### src/rtl/alu_issue.sv
// alu_issue: issue stage between regfile read and execute.
// Decodes one RV32I instruction per handshake into the alu operand/control
// fields and holds them in a single output pipeline register.
//
// Ports:
//   clk, rst                    clock (rising edge), asynchronous active-high reset
//   flush                       kill the held entry and reject this cycle's input
//   in_valid / in_ready         input handshake for instr, pc, rs1_val, rs2_val
//   instr, pc, rs1_val, rs2_val instruction word, its address, regfile reads
//   out_valid / out_ready       output handshake towards execute
//   op, op_imm                  R-type / I-type ALU class flags
//   funct3, funct7              alu operation select and modifier
//   a, b                        alu operands
//   rd                          destination register index (0 for stores)
//   illegal                     entry carries an illegal encoding
module alu_issue #(
  parameter int unsigned XLEN        = 32,  // only 32 is supported
  parameter bit          CHK_ILLEGAL = 1'b1
) (
  input  logic            clk,
  input  logic            rst,
  input  logic            flush,
  input  logic            in_valid,
  output logic            in_ready,
  input  logic [31:0]     instr,
  input  logic [XLEN-1:0] pc,
  input  logic [XLEN-1:0] rs1_val,
  input  logic [XLEN-1:0] rs2_val,
  output logic            out_valid,
  input  logic            out_ready,
  output logic            op,
  output logic            op_imm,
  output logic [2:0]      funct3,
  output logic [6:0]      funct7,
  output logic [XLEN-1:0] a,
  output logic [XLEN-1:0] b,
  output logic [4:0]      rd,
  output logic            illegal
);

  localparam logic [6:0] OpcOp    = 7'b0110011;
  localparam logic [6:0] OpcOpImm = 7'b0010011;
  localparam logic [6:0] OpcLoad  = 7'b0000011;
  localparam logic [6:0] OpcStore = 7'b0100011;
  localparam logic [6:0] OpcLui   = 7'b0110111;
  localparam logic [6:0] OpcAuipc = 7'b0010111;

  localparam logic [2:0] F3Add = 3'b000;
  localparam logic [2:0] F3Sl  = 3'b001;
  localparam logic [2:0] F3Sr  = 3'b101;

  localparam logic [6:0] F7Alt = 7'h20;

  logic [6:0]      opcode;
  logic [2:0]      f3_raw;
  logic [6:0]      f7_raw;
  logic [XLEN-1:0] imm_i, imm_s, imm_u, shamt;

  logic            dec_op, dec_op_imm, dec_ill;
  logic [2:0]      dec_f3;
  logic [6:0]      dec_f7;
  logic [XLEN-1:0] dec_a, dec_b;
  logic [4:0]      dec_rd;
  logic            load;

  assign opcode = instr[6:0];
  assign f3_raw = instr[14:12];
  assign f7_raw = instr[31:25];
  assign imm_i  = {{(XLEN-12){instr[31]}}, instr[31:20]};
  assign imm_s  = {{(XLEN-12){instr[31]}}, instr[31:25], instr[11:7]};
  assign imm_u  = {{(XLEN-31){instr[31]}}, instr[30:12], 12'b0};
  assign shamt  = {{(XLEN-5){1'b0}}, instr[24:20]};

  // A held entry that execute will not take blocks new input; reset blocks too.
  assign in_ready = !rst && (!out_valid || out_ready);
  assign load     = in_valid && in_ready && !flush;

  always_comb begin
    dec_op     = 1'b0;
    dec_op_imm = 1'b0;
    dec_f3     = F3Add;
    dec_f7     = 7'h00;
    dec_a      = '0;
    dec_b      = '0;
    dec_rd     = instr[11:7];
    dec_ill    = 1'b0;
    unique case (opcode)
      OpcOp: begin
        dec_op = 1'b1;
        dec_a  = rs1_val;
        dec_b  = rs2_val;
        dec_f3 = f3_raw;
        dec_f7 = f7_raw;
        if (f7_raw != 7'h00 && f7_raw != F7Alt) dec_ill = 1'b1;
        if (f7_raw == F7Alt && f3_raw != F3Add && f3_raw != F3Sr) dec_ill = 1'b1;
      end
      OpcOpImm: begin
        dec_op_imm = 1'b1;
        dec_a      = rs1_val;
        dec_f3     = f3_raw;
        if (f3_raw == F3Sl || f3_raw == F3Sr) begin
          dec_b  = shamt;
          dec_f7 = f7_raw;
          if (f3_raw == F3Sl && f7_raw != 7'h00) dec_ill = 1'b1;
          if (f3_raw == F3Sr && f7_raw != 7'h00 && f7_raw != F7Alt) dec_ill = 1'b1;
        end else begin
          // Upper immediate bits are part of the constant, not a modifier.
          dec_b = imm_i;
        end
      end
      OpcLoad: begin
        dec_a = rs1_val;
        dec_b = imm_i;
      end
      OpcStore: begin
        dec_a  = rs1_val;
        dec_b  = imm_s;
        dec_rd = 5'd0;  // instr[11:7] is immediate, not a destination
      end
      OpcLui: begin
        dec_b = imm_u;
      end
      OpcAuipc: begin
        dec_a = pc;
        dec_b = imm_u;
      end
      default: dec_ill = 1'b1;
    endcase
  end

  always_ff @(posedge clk or posedge rst) begin
    if (rst) begin
      out_valid <= 1'b0;
      op        <= 1'b0;
      op_imm    <= 1'b0;
      funct3    <= '0;
      funct7    <= '0;
      a         <= '0;
      b         <= '0;
      rd        <= '0;
      illegal   <= 1'b0;
    end else if (flush) begin
      // Kill only; data fields keep their last values.
      out_valid <= 1'b0;
    end else if (load) begin
      out_valid <= 1'b1;
      op        <= dec_op;
      op_imm    <= dec_op_imm;
      funct3    <= dec_f3;
      funct7    <= dec_f7;
      a         <= dec_a;
      b         <= dec_b;
      rd        <= dec_rd;
      illegal   <= CHK_ILLEGAL ? dec_ill : 1'b0;
    end else if (out_ready) begin
      out_valid <= 1'b0;
    end
  end

endmodule

### config.mk
export PLATFORM = sky130hd
export DESIGN_NAME = alu_issue
export DESIGN_NICKNAME = d
export VERILOG_FILES = /design/src/rtl/alu_issue.sv
export SDC_FILE = /design/constraint.sdc
export NUM_CORES = 1
export LEC_CHECK = 0
export ABC_CLOCK_PERIOD_IN_PS = 3870
export CORE_AREA = 2 2 84 86
export CTS_BUF_LIST = sky130_fd_sc_hd__clkbuf_4
export DETAILED_ROUTE_END_ITERATION = 8
export DIE_AREA = 0 0 86 88
export DONT_BUFFER_PORTS = 1
export PLACE_DENSITY = 0.75
export SYNTH_ARGS = -nofsm -noshare
export SYNTH_HDL_FRONTEND = slang
export SYNTH_SLANG_ARGS = --single-unit
### constraint.sdc
create_clock -name clk -period 3.87 [get_ports clk]
set_input_delay 0.774 -clock clk [delete_from_list [all_inputs] [get_ports clk]]
set_output_delay 0.774 -clock clk [all_outputs]
set_load 0.02 [all_outputs]
# Word level (Yosys, flattened, before mapping)
# Cells that the tools add are included.
[word_totals] reg_bits=83 in_bits=133 output_inout_bits=84 wordCells=61
[op_classes] mux=18 eq_ne=11 bitwise=1 reduce_logical=22
[op_table] cell="one-hot mux 32 bit (5 select lines)" n=1
[op_table] cell="one-hot mux 32 bit (2 select lines)" n=1
[op_table] cell="two-way mux 32 bit" n=1
[op_table] cell="equality test 7 x 6 -> 1 bit, second input constant" n=4
[op_table] cell="equality test 7 x 5 -> 1 bit, second input constant" n=2
[op_table] cell="one-hot mux 7 bit (2 select lines)" n=1
[op_table] cell="two-way mux 1 bit" n=10
[op_table] cell="logical AND 1 bit" n=9
[op_table] cell="OR reduction 4 bit" n=2
[op_table] cell="equality test 7 x 2 -> 1 bit, second input constant" n=1
[op_table] cell="two-way mux 7 bit" n=1
[op_table] cell="!= test 7 x 6 -> 1 bit, second input constant" n=1
[op_table] cell="nonzero test 7 bit" n=1
[op_table] cell="nonzero test 3 bit" n=2
[op_table] cell="two-way mux 5 bit" n=1
[op_table] cell="OR reduction 2 bit" n=2
[op_table] cell="equality test 3 x 1 -> 1 bit, second input constant" n=1
[op_table] cell="equality test 3 bit, second input constant" n=1
[op_table] cell="logical NOT 1 bit" n=3
[op_table] cell="two-way mux 3 bit" n=1
[op_table] cell="!= test 3 bit, second input constant" n=1
[op_table] cell="one-hot mux 1 bit (3 select lines)" n=1
[op_table] cell="logical OR 1 bit" n=2
[op_table] cell="AND reduction 2 bit" n=1
[op_table] cell="inverter 1 bit" n=1

# Depth between registers and ports, before layout
[depth] depth_word=7 depth_mapped=7 depth_no_buf=4

# Worst setup path before layout
# OpenSTA, ideal clock, no wires.
[synth_path] path_kind="input-to-reg" startpoint="in instr[31]" endpoint="reg illegal" stages=4 path_slack_ns=1.753 arrival_time_ns=1.991 setup_ns=0.126 path_cell_list="or4_4 a2111oi_2 and3b_1 o32a_1"
[synth_via] elab_chain_cells=6
[synth_lines] element="start: declaration" line="25" rtl="input logic [31:0] instr,"
[synth_lines] element="nonzero test 7 bit" line="94, 104, 105"
[synth_lines] element="logical AND 1 bit (on tied branches)" line="104, 105"
[synth_lines] element="two-way mux 1 bit / logical AND 1 bit (equally long branches)" line="104, 105"
[synth_lines] element="two-way mux 1 bit" line="105" rtl="if (f3_raw == F3Sr && f7_raw != 7'h00 && f7_raw != F7Alt) dec_ill = 1'b1;"
[synth_lines] element="two-way mux 1 bit" line="101" rtl="if (f3_raw == F3Sl || f3_raw == F3Sr) begin"
[synth_lines] element="one-hot mux 1 bit (3 select lines) (*)" line="87" rtl="unique case (opcode)"
[synth_lines] element="end signal: assignment" line="154" rtl="illegal <= CHK_ILLEGAL ? dec_ill : 1'b0;"
[synth_lines] element="end: declaration" line="38" rtl="output logic illegal"
# Every way passes the cells marked *; elsewhere a longest branch is shown, timed or not.
# A chain may end at the register's enable or synchronous reset.

# Worst setup path in the final report
[layout_path] startpoint="reg out_valid" endpoint="reg funct7[3]"
[layout_via] elab_chain_cells=6
[layout_lines] element="start: declaration" line="29" rtl="output logic out_valid,"
[layout_lines] element="start signal: assignment" line="133" rtl="out_valid <= 1'b0;"
[layout_lines] element="start signal: assignment" line="144" rtl="out_valid <= 1'b0;"
[layout_lines] element="start signal: assignment" line="146" rtl="out_valid <= 1'b1;"
[layout_lines] element="logical NOT 1 bit" line="75" rtl="assign in_ready = !rst && (!out_valid || out_ready);"
[layout_lines] element="logical OR 1 bit" line="75"
[layout_lines] element="logical AND 1 bit" line="75"
[layout_lines] element="logical AND 1 bit (2 in a row)" line="76" rtl="assign load = in_valid && in_ready && !flush;"
[layout_lines] element="AND reduction 2 bit (no source line)"
[layout_lines] element="end signal: assignment" line="137" rtl="funct7 <= '0;"
[layout_lines] element="end signal: assignment" line="150" rtl="funct7 <= dec_f7;"
[layout_lines] element="end: declaration" line="34" rtl="output logic [6:0] funct7,"
# No other way between the ends.

==> flow_summary.yaml <==
global_routing:
  grt_start_max_net_pins: 85
  first_global_vias: 2953
  grt_first_pass_wirelength_um: 15600
  grt.overflow.total: 0
  grtUsageTotal_pct: 26.8
  grt_antenna_before_repair: 1
die:
  core_area_sq_um: 6640
  pin_count: 217
  die_h_um: 88
  rows: 30
  die_w_um: 86
  fp.dieArea_sq_um: 7570
  start_util_pct: 59.7
synth:
  synth-main-ff-cell: "dfrtp_1"
  syn_nets: 542
  syn_inst: 409
  yosysTopAreaCell: "dfrtp_1"
  async_flop_share_pct: 100
  synth_edf_count: 0
  synth-warning-count: 0
  synthTopCellsByArea: "dfrtp_1, a221oi_1, nor2_1"
  yosysSeqAreaShare_pct: 52.4
  synth_top_cells_by_count: "dfrtp_1, nor2_1, nand2_1"
  synth-seq-cells: 83
  syn_area_per_cell_sq_um: 9.69
  ys_types: 30
  netlist_area_sq_um: 3970
  yosysMostFrequentCell: "dfrtp_1"
  synth_top_area_share_pct: 52.4
clock_tree:
  post_cts_resized: 0
  clk_path_buf_depth: 2
  clkLatencyLatePin_ns: 0.42
  htreeDepth: 3
  cts_buffers: 9
  clkTransAtPathRegs_ns: 0.13
  cts_setup_buffers: 0
  cts_tree: "done"
  ctsHoldBuffers: 0
  cts-root-buf: "clkbuf_4"
  cts_num_sinks: 83
sta:
  min_period_ns: 2.37
  rsz0062_at_grt: "no"
  max_freq_ghz: 0.423
  fin_worst_skew_ns: 0.0125
  setup_violations: 0
  worstMarginPinSlew_ns: 1.09
  tns_ns: 0
  period_share_pct: 61.1
  slew-limit-headroom_pct: 27.2
  slew_violations: 0
  hold_viol_final: 0
power_and_ir_drop:
  power_density_nw_per_um2: 433
  peakVddDrop_uv: 235
  power_mw: 1.80
  cellLeakagePower_nw: 1.74
routing:
  drtAntennaViolNets: 0
  drtPass1Iterations: 4
  routed_wl_um: 10500
  drc: 0
  wl_per_cell_um: 22.1
  vias_per_cell: 6.68
  via_count: 3185
  drtIter0Drc: 168
worst_setup_path:
  worst_path_largest_cell_delay_ns: 0.86
  path_max_fanout: 84
  worst-setup-path-type: "reg2reg"
  arrival_ns: 2.73
  critPathSlowestCell: "or4b_4"
  rrSetupSlack_ns: 1.50
  worstSetupEndpointType: "register"
  startpoint_type: "register"
  r2r_cells: 4
  cp.required_ns: 4.24
  crit_chain: "nor2b_1 > or4b_4 > nor3_2 > a22o_1"
placement:
  place_hpwl_um: 7390
  io_buffers: 0
  gp_congestion: 0.848
status:
  outcome: "finished clean"
worst_hold_path:
  hp-class: "in2async"
job:
  max_cap_viol_count: 0
layout:
  nets: 525
  fillers: 573
  fin_util_pct: 62.6
  drive_above_1_share_pct: 8.84
  syn_to_final_growth_pct: 4.83
per-layer routing:
| layer | GRT usage (%) | routed length (um) | vias up |
|---|---|---|---|
| met1 | 35.1 | 4150 | 1531 |
| met5 | 0 | 0 | - |
| met3 | 7.35 | 976 | 11 |
| li1 | - | - | 1477 |
| met2 | 43.1 | 5260 | 166 |
| met4 | 9.81 | 136 | 0 |
cells by family (layout without fill, tap and decap cells):
group / Yosys count / after routing / synth area share, %
AND/OR/NAND/NOR: 139 / 139 / 15.3
AO/OA/AOI/OAI: 139 / 139 / 26.4
flip-flops: 83 / 83 / 52.4
buffers and inverters: 42 / 29 / 4.35
other: 0 / 1 / 0
multiplexers: 5 / 5 / 1.26
XOR/XNOR: 1 / 1 / 0.221
critical path, delay by kind of cell (launching register included):
family	cells	cell delay [ns]
AND/OR/NAND/NOR	3	1.62
AO/OA/AOI/OAI	1	0.19
flip-flops	1	0.48
worst paths after layout:
kind,endpoint,from
setup / recovery,funct7[3]$_DFFE_PP0P_,out_valid$_DFFE_PP0P_
hold / removal,a[27]$_DFFE_PP0P_,rst
setup reg to reg,funct7[3]$_DFFE_PP0P_,out_valid$_DFFE_PP0P_
hold reg to reg,b[16]$_DFFE_PP0P_,b[16]$_DFFE_PP0P_
max in group asynchronous,rd[4]$_DFFE_PP0P_,rst
min in group clk,out_valid$_DFFE_PP0P_,flush
area by class of cell:
class,count,area [sq um],area share [%]
flip-flops and latches,83,2080,50.0
inverters,6,23.8,0.572
clock buffers,9,67.6,1.63
diodes,1,2.50,0.0602
multi-input cells,284,1740,42.0
clock inverters,6,81.3,1.96
repair buffers,8,60.1,1.44
well taps,80,100,2.41
state kept, by name (all words and copies together), names as in the netlist:
name,cells
a,32
b,32
funct7,7
rd,5
funct3,3
illegal,1
op,1
op_imm,1
out_valid,1
power breakdown:
| group | switching [mW] | internal [mW] | total (mW) |
|---|---|---|---|
| logic | 0.0981 | 0.0686 | 0.167 |
| registers | 0.149 | 0.938 | 1.09 |
| clock network | 0.291 | 0.254 | 0.546 |
stage by stage:
| stage | setup WS [ns] | hold slack, ns | std cells | cell area (sq um) |
|---|---|---|---|---|
| detailed placement | 1.29 | 0.615 | 461 | 4010 |
| global placement | 1.40 | 0.608 | 461 | 4010 |
| CTS | 1.49 | 0.296 | 476 | 4150 |
| floorplan | 0.959 | 0.590 | 409 | 3970 |
| finish | 1.50 | 0.297 | 477 | 4160 |
| global route | 1.36 | 0.314 | 476 | 4150 |
cells in the final DEF, fill, tap and decap left out, drive strengths merged, types with 2 or more instances in the layout:
| cell | count |
|---|---|
| nor2 | 72 |
| a21oi | 8 |
| nor2b | 4 |
| clkbuf | 9 |
| nand2 | 50 |
| buf | 8 |
| mux2i | 5 |
| inv | 5 |
| a22o | 29 |
| bufinv | 2 |
| nor3 | 5 |
| dfrtp | 83 |
| a32oi | 26 |
| a221oi | 32 |
| clkinv | 4 |
| o21ai | 39 |
| nand2b | 2 |
Power figures use the tool's default switching activity.
==> RTL change, RTL diff (config.mk and constraints unchanged) <==
Set the parameter `CHK_ILLEGAL` to 1'b0 (it was 1'b1).
--- a/src/rtl/alu_issue.sv
+++ b/src/rtl/alu_issue.sv
@@ -16,5 +16,5 @@
 module alu_issue #(
   parameter int unsigned XLEN        = 32,  // only 32 is supported
-  parameter bit          CHK_ILLEGAL = 1'b1
+  parameter bit          CHK_ILLEGAL = 1'b0
 ) (
   input  logic            clk,
Formal check against the unedited RTL: not equivalent (a bounded check fails within 4 cycles, from zero or initial values and one cycle with rst high).
==> RTL change against the unedited design <==
Final area down 2.4%; sequential cell count decreased by 1; clock power rose by 3%; wire length up 7.1%; maximum frequency rose by 0.25%; setup slack gained 0.0060 ns; power about the same; area after synthesis shrank 1.2%; critical path type unchanged.
==> RTL change: results (changes against the unedited design) <==
[pwr]
p_switching_uw=542  ; +0.66%
pg_clk_uw=562  ; +3%
p_sw_frac=0.301  ; +0.00220
vdd_drop_max_v=0.000175  ; -26%
p_comb_uw=163  ; -2%
leakagePower_nw=1.76  ; +1.7%
powerDensity_nw_per_um2=443  ; +2.4%

[grt]
grtUsageMet2=0.478  ; +0.0465
grt_max_degree=84  ; -1.2%
grt_pass1_wl_um=16400  ; +5.3%
use_met3=0.123  ; +0.0500
antenna_found_initial=2  ; +1
met1_usage=0.332  ; -0.0195
grt_pass1_vias=2984  ; +1.0%
grtUsageTotal=0.288  ; +0.0197

[clock_network]
clk-insertion-delay-late_ns=0.42  ; about the same
cts_root_buffer=clkbuf_4

[yosys]
synth_area_leaders=dfrtp_1 52%, a221oi_1 7.2%, nor2_1 6.3%, a22o_1 5.8%, nand2_1 5.0%
netlist_top_cells_count=82 x dfrtp_1, 66 x nor2_1, 52 x nand2_1
synth_seq_area_share=0.524  ; about the same
synth_top_area_share=0.524  ; about the same
synth.distinct_cells=29  ; -3.3%
syn_nets=534  ; -1.5%
netlist_instances=401  ; -2.0%

[drt]
dr_wl_met2_um=5580  ; +6.0%
drt_pass1_iterations=5  ; +1
via_per_inst=6.89  ; +3.1%
wl_met3_um=1370  ; +40%
wl_met1_um=4060  ; -2.2%
routed_wl_um=11300  ; +7.1%
vias=3195  ; +0.31%
drt-initial-drc-count=150  ; -11%

[sta]
clock_skew_ns=0.0202  ; +0.00767 ns
tightest_slew_ns=0.923  ; -0.170 ns

[final_layout]
multi_input_area_um2=1670  ; -4.3%
regArea_um2=2050  ; -1.2%
layout-drive-gt1-share=0.0809  ; -0.00744
inv_count=5  ; -1
design.seq.count=82  ; -1.2%
multi_input_comb_cells=273  ; -3.9%
buffers=7  ; -1
fillCellCount=574  ; +0.17%
clock_area_frac=0.0398  ; +0.00396
nets=511  ; -2.7%
buffer_area_frac=0.0130  ; -0.00150

[placed_design]
place_ws_ns=1.07  ; -0.225 ns
globalplace.congestion=0.784  ; -7.6%
place_area_um2=3890  ; -2.8%
dp.cells=447  ; -3.0%
dp_hpwl_um=7980  ; +7.9%

[outcome]
outcome=finished, final reports clean

[worst_setup_path]
worst_ep_arrival_time_ns=2.72  ; about the same
cp_max_fo=83  ; -1.2%
cp_slowest_cell=or4b_4

-- RTL change: worst paths after layout --
check                                             end                   from  slack (ns)  cells past startpoint
min in group clk                   op_imm$_DFFE_PP0P_               instr[5]        0.44                      1
max in group asynchronous            a[8]$_DFFE_PP0P_                    rst        2.58                      2
worst max-delay path            funct7[1]$_DFFE_PP0P_  out_valid$_DFFE_PP0P_        1.51                      4
worst max register to register  funct7[1]$_DFFE_PP0P_  out_valid$_DFFE_PP0P_        1.51                      4
worst min-delay path            funct7[1]$_DFFE_PP0P_                    rst        0.39                      1
worst min register to register      rd[4]$_DFFE_PP0P_      rd[4]$_DFFE_PP0P_        0.64                      2
-- RTL change: kinds of logic after synthesis --
group / count (synthesis) / share of synthesized area
buf+inv: 46 / 0.0556
compound gates: 128 / 0.247
flops: 82 / 0.524
mux: 7 / 0.0182
simple gates: 137 / 0.154
other cells: 1 / 0.000958
